**src/rtl/phase_sequencer.sv**
```systemverilog
// phase_sequencer: produces the 3-bit instruction phase for the control decoder
// and the datapath clock enable. It inserts memory wait states, freezes on
// HALT, resumes by run or single step, and counts retired instructions.
//
// Optional feature macro: SEQ_TIMEOUT_EN
//   defined   : a memory stall of MAX_WAIT consecutive cycles moves to FAULT.
//   undefined : stalls last indefinitely, FAULT is unreachable, o_fault is 0.
//
// Handshake: a memory access is requested whenever i_rd or i_wr is high. It
// completes in the cycle that i_mem_ready is high. While a request is
// outstanding and i_mem_ready is low, the cycle is a stall: the phase holds
// and o_cycle_en is low. i_mem_ready is ignored when no request is present.
module phase_sequencer #(
    parameter int IC_W         = 16,
    parameter int MAX_WAIT     = 15,
    parameter bit START_HALTED = 1'b0
) (
    input  logic            i_clk,
    input  logic            i_rst,
    input  logic            i_halt,
    input  logic            i_rd,
    input  logic            i_wr,
    input  logic            i_mem_ready,
    input  logic            i_run_req,
    input  logic            i_step_req,
    output logic [2:0]      o_phase,
    output logic            o_cycle_en,
    output logic [1:0]      o_state,
    output logic            o_fault,
    output logic [IC_W-1:0] o_instr_count
);

    typedef enum logic [1:0] {
        ST_RUN    = 2'd0,
        ST_HALTED = 2'd1,
        ST_STEP   = 2'd2,
        ST_FAULT  = 2'd3
    } state_t;

    // The phase in which the decoder presents halt and the PC increment commits
    localparam logic [2:0] HALT_PHASE = 3'd4;

    state_t          r_state;
    state_t          w_state_nxt;
    logic [2:0]      r_phase;
    logic [2:0]      w_phase_nxt;
    logic [IC_W-1:0] r_count;
    logic [IC_W-1:0] w_count_nxt;
    logic            w_stall;
    logic            w_active;

`ifdef SEQ_TIMEOUT_EN
    localparam int WC_W = $clog2(MAX_WAIT + 1);
    logic [WC_W-1:0] r_wait;
    logic [WC_W-1:0] w_wait_nxt;
`endif

    // A stall exists only while an access is outstanding and memory is not done
    always_comb begin
        w_stall    = (i_rd | i_wr) & ~i_mem_ready;
        w_active   = (r_state == ST_RUN) || (r_state == ST_STEP);
        o_cycle_en = w_active & ~w_stall;
    end

    // State, phase, retired count and wait counter registers
    always_ff @(posedge i_clk or posedge i_rst) begin
        if (i_rst) begin
            if (START_HALTED) begin
                r_state <= ST_HALTED;
            end else begin
                r_state <= ST_RUN;
            end
            r_phase <= 3'd0;
            r_count <= '0;
`ifdef SEQ_TIMEOUT_EN
            r_wait  <= '0;
`endif
        end else begin
            r_state <= w_state_nxt;
            r_phase <= w_phase_nxt;
            r_count <= w_count_nxt;
`ifdef SEQ_TIMEOUT_EN
            r_wait  <= w_wait_nxt;
`endif
        end
    end

    // Next-state logic: advance, stall, halt at phase 4, resume, fault
    always_comb begin
        w_state_nxt = r_state;
        w_phase_nxt = r_phase;
        w_count_nxt = r_count;
`ifdef SEQ_TIMEOUT_EN
        w_wait_nxt  = r_wait;
`endif
        case (r_state)
            ST_RUN, ST_STEP: begin
                if (!w_stall) begin
`ifdef SEQ_TIMEOUT_EN
                    w_wait_nxt = '0;
`endif
                    // The phase-4 cycle is enabled, but the phase holds at 4
                    // so that the PC increment commits exactly once.
                    if ((r_phase == HALT_PHASE) && ((r_state == ST_STEP) || i_halt)) begin
                        w_state_nxt = ST_HALTED;
                    end else begin
                        w_phase_nxt = r_phase + 3'd1;
                        if (r_phase == 3'd7) begin
                            w_count_nxt = r_count + IC_W'(1);
                        end
                    end
                end else begin
`ifdef SEQ_TIMEOUT_EN
                    if (r_wait == WC_W'(MAX_WAIT - 1)) begin
                        w_state_nxt = ST_FAULT;
                    end
                    if (r_wait != '1) begin
                        w_wait_nxt = r_wait + WC_W'(1);
                    end
`endif
                end
            end
            ST_HALTED: begin
                // Leaving by advancing past phase 4 prevents an immediate re-halt
                if (i_run_req) begin
                    w_state_nxt = ST_RUN;
                    w_phase_nxt = r_phase + 3'd1;
                end else if (i_step_req) begin
                    w_state_nxt = ST_STEP;
                    w_phase_nxt = r_phase + 3'd1;
                end
            end
            default: begin
                // FAULT: everything frozen until reset
            end
        endcase
    end

    // Registered outputs
    always_comb begin
        o_phase       = r_phase;
        o_state       = r_state;
        o_instr_count = r_count;
`ifdef SEQ_TIMEOUT_EN
        o_fault       = (r_state == ST_FAULT);
`else
        o_fault       = 1'b0;
`endif
    end

endmodule

```
**config.mk**
```make
export PLATFORM = sky130hd
export DESIGN_NAME = phase_sequencer
export DESIGN_NICKNAME = d
export VERILOG_FILES = /design/src/rtl/phase_sequencer.sv
export SDC_FILE = /design/constraint.sdc
export NUM_CORES = 1
export LEC_CHECK = 0
export CORE_UTILIZATION = 41
export DETAILED_ROUTE_END_ITERATION = 10
export PLACE_DENSITY = 0.75
export SETUP_SLACK_MARGIN = 0.05
export SLEW_MARGIN = 40
export SYNTH_ARGS = -nofsm -noshare
export SYNTH_HDL_FRONTEND = slang
export SYNTH_SLANG_ARGS = --single-unit
```
**constraint.sdc**
```tcl
create_clock -name i_clk -period 1.3 [get_ports i_clk]
set_input_delay 0.13 -clock i_clk [delete_from_list [all_inputs] [get_ports i_clk]]
set_output_delay 0.13 -clock i_clk [all_outputs]
set_load 0.01 [all_outputs]
```
==> results.md, run 1 <==
* Max stage delay cell, worst path: dfrtp_1
* CP delay by family, top: simple AND/OR/NAND/NOR gates
* Tot GR Track Use at 23.0%
* FF-to-FF path depth at 7
* Compound-cell area share of the yosys netlist at 6.10%
* Worst-path maximum fanout at 3
* I/O pins at 31
* Setup slack, reg-to-reg at -0.26 ns
* Largest family of logic cells by synthesized area: simple AND/OR/NAND/NOR gates
* Core ar. at 0.00248 mm^2
* CP Class: reg -> reg
* CTS tree: done
* Syn Nets at 112
* Placed cell count at 186
* Final setup margin at -0.263 ns
* CP endpoint kind: flip-flop
* Max-Cap Viols at 0
* CP most frequent cell: buf_6
* Sequential share of the synthesized area at 49.3%
* Clock Tree Buf Depth at 2
* Antenna violations before repair at 0
* Netlist Area Pre-Place at 0.00107 mm^2
* Final min period at 1.56 ns
* WP buf/inv at 3
* R2r endpoint: o_instr_count[7]$_DFFE_PP0P_
* DR iter-0 viols at 11
* Synth cell count leaders: dfrtp_1 (21), nor2_1 (10), xor2_1 (9)
* Root buf cell: clkbuf_4
* Global-route wire length before repair at 4.56 mm
* YS warnings at 0
* FF-to-FF Start: o_instr_count[1]$_DFFE_PP0P_
* DR WL/cell at 14.8 um
* CTS buffer count at 3
* Post-Synth Simple-Gate Area at 20.4%
* Status: finished, violations left
* Initial Util at 43.0%
* CP max stage delay at 0.41 ns
* Count leader, synth: dfrtp_1
* Async SR Flop Fraction at 100%
* Place WS at -0.331 ns
* Pin count of the biggest net entering global routing at 22
* Dominant cells by area after synthesis: dfrtp_1 (49%), xor2_1 (7.4%), xnor2_1 (5.8%)
* Leakage at 0.946 nW
* RSZ-0062 raised after global routing: yes
* Required @ worst endpoint at 1.54 ns
* Worst-skew pair later-pin latency at 0.32 ns
* DRT Pass-1 Iters at 4
* Clock Skew at 0.0112 ns
* # hold bufs at CTS at 0
* Slew Limit Fails at 0
* Worst Hold Class: in -> async
* Synth Area in Adders at 4.69%
* Critical Path Start Type: flip-flop
* DRT antenna net count at 0
* Fin Hold WS at 0.123 ns
* Clk slew on worst S/H paths at 0.13 ns
* Post-synth EDFFs at 0
* FILL cells at 163
* Mux share of post-synthesis cell area at 3.17%
* Fraction of layout cells with a size suffix above 1 at 52.2%
* Htree depth at 1
* Final Setup Violations at 21
* I/O Buffers at 29
* Non-Filler Instances at 210
* Ratio of final minimum period to clock period at 120%
* Area leader, netlist: dfrtp_1
* Placer Congestion at 0.807
* Cell variety after synth at 30
* Total gr overflow at 0
* Hold Vio Cnt, Final at 0
* Mapped Cells at 100
* Power per Cell Area at 1540 mW/mm^2
* Vias per cell at 5.04
* Die height at 53.0 um
* # DRC at 0
* Syn avg cell area at 10.7 um^2
* Vias in the first global route at 1047
* Die Span X at 53.0 um
* DR vias at 1059
* Crit-path cells: buf_6 -> buf_6 -> and3b_1 -> nand4_1 -> buf_6 -> nor3_4 -> xor2_1
* # rows at 18
* Main synth FF type: dfrtp_1
* # clock sinks at 21
* Die Area at 0.00281 mm^2
* Top-area cell type share of the netlist area at 49.3%
* Violated checks: setup timing
* HPWL after DPL at 1.94 mm
* WP data arrival at 1.80 ns
* Xor/xnor cell area share of the yosys netlist at 13.1%
* Final WL at 3.11 mm
* Diodes inserted at 0
* Maximum VDD drop at 1.26 mV
* Seq cells post-synth at 21
* Synth-to-layout area growth at 80.4%
* Achievable frequency at 640 MHz
* Final net count at 193
## logic make-up (layout without fill, tap and decap cells)
| logic type | Yosys count | in the layout |
|---|---|---|
| adders and majority gates | 4 | 4 |
| DFF | 21 | 21 |
| other | 1 | 1 |
| AOI/OAI and AO/OA | 8 | 8 |
| and+or+nand+nor | 40 | 40 |
| buffers and inverters | 7 | 87 |
| muxes | 3 | 3 |
| xor gates and xnor gates | 16 | 16 |
## sequential cells by signal, indices dropped and copies added, names as in the netlist
name           count
o_instr_count     16
o_phase            3
o_state            2
## per-layer routing
metal / global-route usage (%) / up-vias / wire length (um)
li1: - / 507 / -
met1: 24.9 / 508 / 1210
met2: 42.8 / 35 / 1700
met3: 2.87 / 9 / 120
met4: 12.3 / 0 / 80
met5: 0 / - / 0
## tightest hold or removal path, cell delays in order
cell and delay, ns:
clkdlybuf4s50_1 0.39, inv_1 0.05, buf_4 0.27
## final cells by class
type | instances | area (um^2) | area share (%)
Sequential cell | 21 | 531 | 27.6
Clock buffer | 4 | 26.3 | 1.37
Multi-Input combinational cell | 72 | 654 | 34.0
Tap cell | 30 | 37.5 | 1.95
Inverter | 6 | 22.5 | 1.17
Timing Repair Buffer | 77 | 652 | 33.9
## placed cells by master (no fill, tap or decap), types with 2 or more instances in the layout
master           count
clkbuf_2             6
nor4_2               2
dfrtp_1             17
mux2_4               2
clkdlybuf4s50_1      7
nand3_1              7
dlygate4sd2_1        3
nand2_1              4
inv_2                2
xnor2_1              7
nor2_4               3
inv_1                4
clkdlybuf4s15_1      5
buf_2                2
clkbuf_4             3
a21oi_1              2
nor2_1               6
nor3_2               2
ha_4                 3
buf_4               38
dfrtp_2              4
xor2_1               9
buf_6               16
nand4_1              4
## worst max path at each step
| stage | from | depth (start not counted) | end |
|---|---|---|---|
| after floorplan | o_phase[1]$_DFFE_PP0P_ | 5 | o_instr_count[13]$_DFFE_PP0P_ |
| after global placement | i_wr | 4 | o_cycle_en |
| after detailed placement | i_wr | 5 | o_instr_count[15]$_DFFE_PP0P_ |
| after CTS | o_phase[0]$_DFFE_PP0P_ | 5 | o_instr_count[11]$_DFFE_PP0P_ |
| after global routing | o_phase[0]$_DFFE_PP0P_ | 7 | o_instr_count[7]$_DFFE_PP0P_ |
| final | o_instr_count[1]$_DFFE_PP0P_ | 7 | o_instr_count[7]$_DFFE_PP0P_ |
## metrics by stage
stage	area (um^2)	util [%]	power (mW)	TNS (ns)
6_report	1920	77.6	2.97	-2.57
2_1_floorplan	1150	-	1.54	-0.499
3_3_place_gp	1680	67.7	2.17	-3.83
4_1_cts	1850	74.5	2.75	-2.16
3_5_place_dp	1680	67.7	2.22	-4.49
5_1_grt	1920	77.6	3.15	-4.03
## power by group
part | internal (mW) | switching [mW] | leakage, nW | total (mW)
clock | 0.120 | 0.214 | 0.0150 | 0.334
combinational | 1.04 | 0.695 | 0.661 | 1.74
sequential | 0.788 | 0.111 | 0.270 | 0.899
total | 1.95 | 1.02 | 0.946 | 2.97
## what timing repair did
item                                    4_1_cts  5_1_grt
endpoints found under the setup margin       41       36
buffers inserted                             17        9
gates resized for setup                      58       38
pin swaps                                     8       11
No activity file was read; power rests on OpenSTA's default activity.
==> run 2: changes to the inputs <==
--- a/config.mk
+++ b/config.mk
@@ -5,6 +5,7 @@
 export SDC_FILE = /design/constraint.sdc
 export NUM_CORES = 1
 export LEC_CHECK = 0
+export CORE_ASPECT_RATIO = 1.75
 export CORE_UTILIZATION = 41
 export DETAILED_ROUTE_END_ITERATION = 10
 export PLACE_DENSITY = 0.75
==> run 2 against run 1 <==
Compared with the run above: the run still ends with setup timing left; sequential power is 2% higher; worst hold slack better by 0.069 ns; core utilization is 0.32 points higher; design area is 0.19% lower; clock power is 31% higher; non-clock buffer count is 6 lower; first-iteration DRC count is 36% higher; critical endpoint is now o_phase[2]$_DFFE_PP0P_; highest routed layer unchanged; power is 1.3% higher; critical path type unchanged.
==> results.md, run 2 (synthesized netlist as in run 1, its figures left out) <==
* HPWL after DPL at 2.01 mm (+3.6%)
* CP max stage delay at 0.42 ns (about the same)
* Clock Skew at 0.00225 ns (-0.00898 ns)
* CTS buffer count at 3 (unchanged)
* FILL cells at 167 (+2.5%)
* WP data arrival at 1.61 ns (-0.19 ns)
* WP buf/inv at 2 (-1)
* DR WL/cell at 14.1 um (-4.6%)
* Synth-to-layout area growth at 80.0%
* Initial Util at 43.3% (+0.26 points)
* DR iter-0 viols at 15 (+4)
* CP endpoint kind: flip-flop
* Commonest non-fill, non-tap cell in the layout: buf_4
* Ratio of final minimum period to clock period at 112% (-8.2 points)
* Leakage at 0.977 nW (+3.2%)
* TNS Setup at -1.96 ns (+0.609 ns)
* Crit-path cells: inv_2 -> ha_4 -> o211ai_4 -> buf_6 -> a21bo_4 -> mux2_2
* Global-route wire length before repair at 4.55 mm (-0.29%)
* Die Span X at 40.5 um (-23%)
* Final WL at 2.83 mm (-9.1%)
* Die Area at 0.00282 mm^2 (+0.29%)
* RSZ-0062 raised after global routing: yes
* Placer Congestion at 0.771 (-4.5%)
* DR vias at 1034 (-2.4%)
* Required @ worst endpoint at 1.45 ns (-0.09 ns)
* Max-Cap Viols at 0 (unchanged)
* Worst Hold Class: in -> async
* Final min period at 1.46 ns (-0.106 ns)
* Antenna violations before repair at 0 (unchanged)
* I/O pins at 31 (unchanged)
* Htree depth at 1 (unchanged)
* Worst-skew pair later-pin latency at 0.27 ns (-0.05 ns)
* Final setup margin at -0.157 ns (+0.106 ns)
* Status: finished, violations left
* Tot GR Track Use at 22.8% (-0.18 points)
* FF-to-FF path depth at 6 (-1)
* Pin count of the biggest net entering global routing at 22 (unchanged)
* DRT antenna net count at 0 (unchanged)
* Max stage delay cell, worst path: dfrtp_1
* Root buf cell: clkbuf_8
* CTS tree: done
* Hold Vio Cnt, Final at 0 (unchanged)
* Place WS at -0.471 ns (-0.140 ns)
* CP delay by family, top: flip-flops
* # DRC at 0 (unchanged)
* Worst-path maximum fanout at 5 (+2)
* Power per Cell Area at 1570 mW/mm^2 (+1.5%)
* Critical Path Start Type: flip-flop
* Total gr overflow at 0 (unchanged)
* Clock Tree Buf Depth at 2 (unchanged)
* DRT Pass-1 Iters at 4 (unchanged)
* # hold bufs at CTS at 0 (unchanged)
* Vias in the first global route at 1089 (+4.0%)
* Total power at 3.01 mW (+1.3%)
* R2r endpoint: o_phase[2]$_DFFE_PP0P_
* Clk slew on worst S/H paths at 0.08 ns (-0.05 ns)
* Setup slack, reg-to-reg at -0.16 ns (+0.11 ns)
* Fraction of layout cells with a size suffix above 1 at 48.9% (-3.4 points)
* Vias per cell at 5.17 (+2.5%)
* Fin Hold WS at 0.192 ns (+0.0686 ns)
* Violated checks: setup timing
* FF-to-FF Start: o_phase[0]$_DFFE_PP0P_
* Placed cell count at 183 (-1.6%)
* Final core occ at 77.9% (+0.32 points)
* Maximum VDD drop at 1.11 mV (-12%)
* Die height at 69.5 um (+31%)
* Final net count at 187 (-3.1%)
* # rows at 24 (+6)
* Most frequent cells in the layout: buf_4 (34), dfrtp_1 (17), buf_6 (10)
* Non-Filler Instances at 200 (-4.8%)
* CP Class: reg -> reg
* Achievable frequency at 686 MHz (+7.3%)
* Slew Limit Fails at 0 (unchanged)
* Max reg flops at 16 (unchanged)
* DP Area at 0.00168 mm^2 (+0.15%)
* Design area at 0.00192 mm^2 (-0.19%)
* Core ar. at 0.00246 mm^2 (-0.61%)
* Final Setup Violations at 19 (-9.5%)
* I/O Buffers at 29 (unchanged)
* # clock sinks at 21 (unchanged)
* Diodes inserted at 0 (unchanged)
## run 2: changes by cell type in the layout (fill, tap and decap cells not counted), moves of 2 or more
cell,delta
dlymetal6s2s_1,+3
clkbuf_4,-3
buf_4,-4
nor2_1,-2
clkbuf_8,+3
dlygate4sd2_1,+6
clkbuf_2,-3
buf_6,-6
clkdlybuf4s50_1,-2
## run 2: worst max-delay path by stage
stage | from | end | slack, ns | depth (start not counted)
finish | o_phase[0]$_DFFE_PP0P_ | o_phase[2]$_DFFE_PP0P_ | -0.16 | 6
global route | o_instr_count[0]$_DFFE_PP0P_ | o_instr_count[4]$_DFFE_PP0P_ | -0.23 | 5
CTS | o_phase[1]$_DFFE_PP0P_ | o_instr_count[11]$_DFFE_PP0P_ | -0.17 | 5
detailed placement | i_wr | o_instr_count[4]$_DFFE_PP0P_ | -0.47 | 5
global placement | i_wr | o_instr_count[7]$_DFFE_PP0P_ | -0.36 | 5
floorplan | o_phase[1]$_DFFE_PP0P_ | o_instr_count[13]$_DFFE_PP0P_ | -0.07 | 5
## run 2: cell type report
class / instances / area (um^2) / share of cell area [%]
Clock inverter: 1 / 5.00 / 0.261
Tap cell: 26 / 32.5 / 1.69
Timing Repair Buffer: 71 / 614 / 32.0
Multi-Input combinational cell: 72 / 673 / 35.1
Inverter: 6 / 22.5 / 1.17
Clock buffer: 3 / 41.3 / 2.15
Sequential cell: 21 / 531 / 27.6
## run 2: report_power, final
group	internal (mW)	switching (mW)	total [mW]	leakage, nW
clock network	0.214	0.225	0.439	0.0255
logic	0.993	0.664	1.66	0.681
registers	0.788	0.124	0.913	0.270
total	2.00	1.01	3.01	0.977
## run 2: repair_timing
action | CTS | global route
setup endpoints to repair | 43 | 31
pin swaps | 4 | 12
buffers inserted | 7 | 7
resized for setup | 43 | 30
## run 2: worst min-delay path: stages
cell and delay (ns):
clkdlybuf4s50_1 0.40, inv_1 0.05, buf_4 0.27
## run 2: per-layer routing
| metal | vias to the layer above | track usage (%) | wire (um) |
|---|---|---|---|
| li1 | 494 | - | - |
| met1 | 508 | 24.8 | 1010 |
| met2 | 25 | 40.9 | 1680 |
| met3 | 7 | 1.92 | 59 |
| met4 | 0 | 8.89 | 80 |
| met5 | - | 0 | 0 |
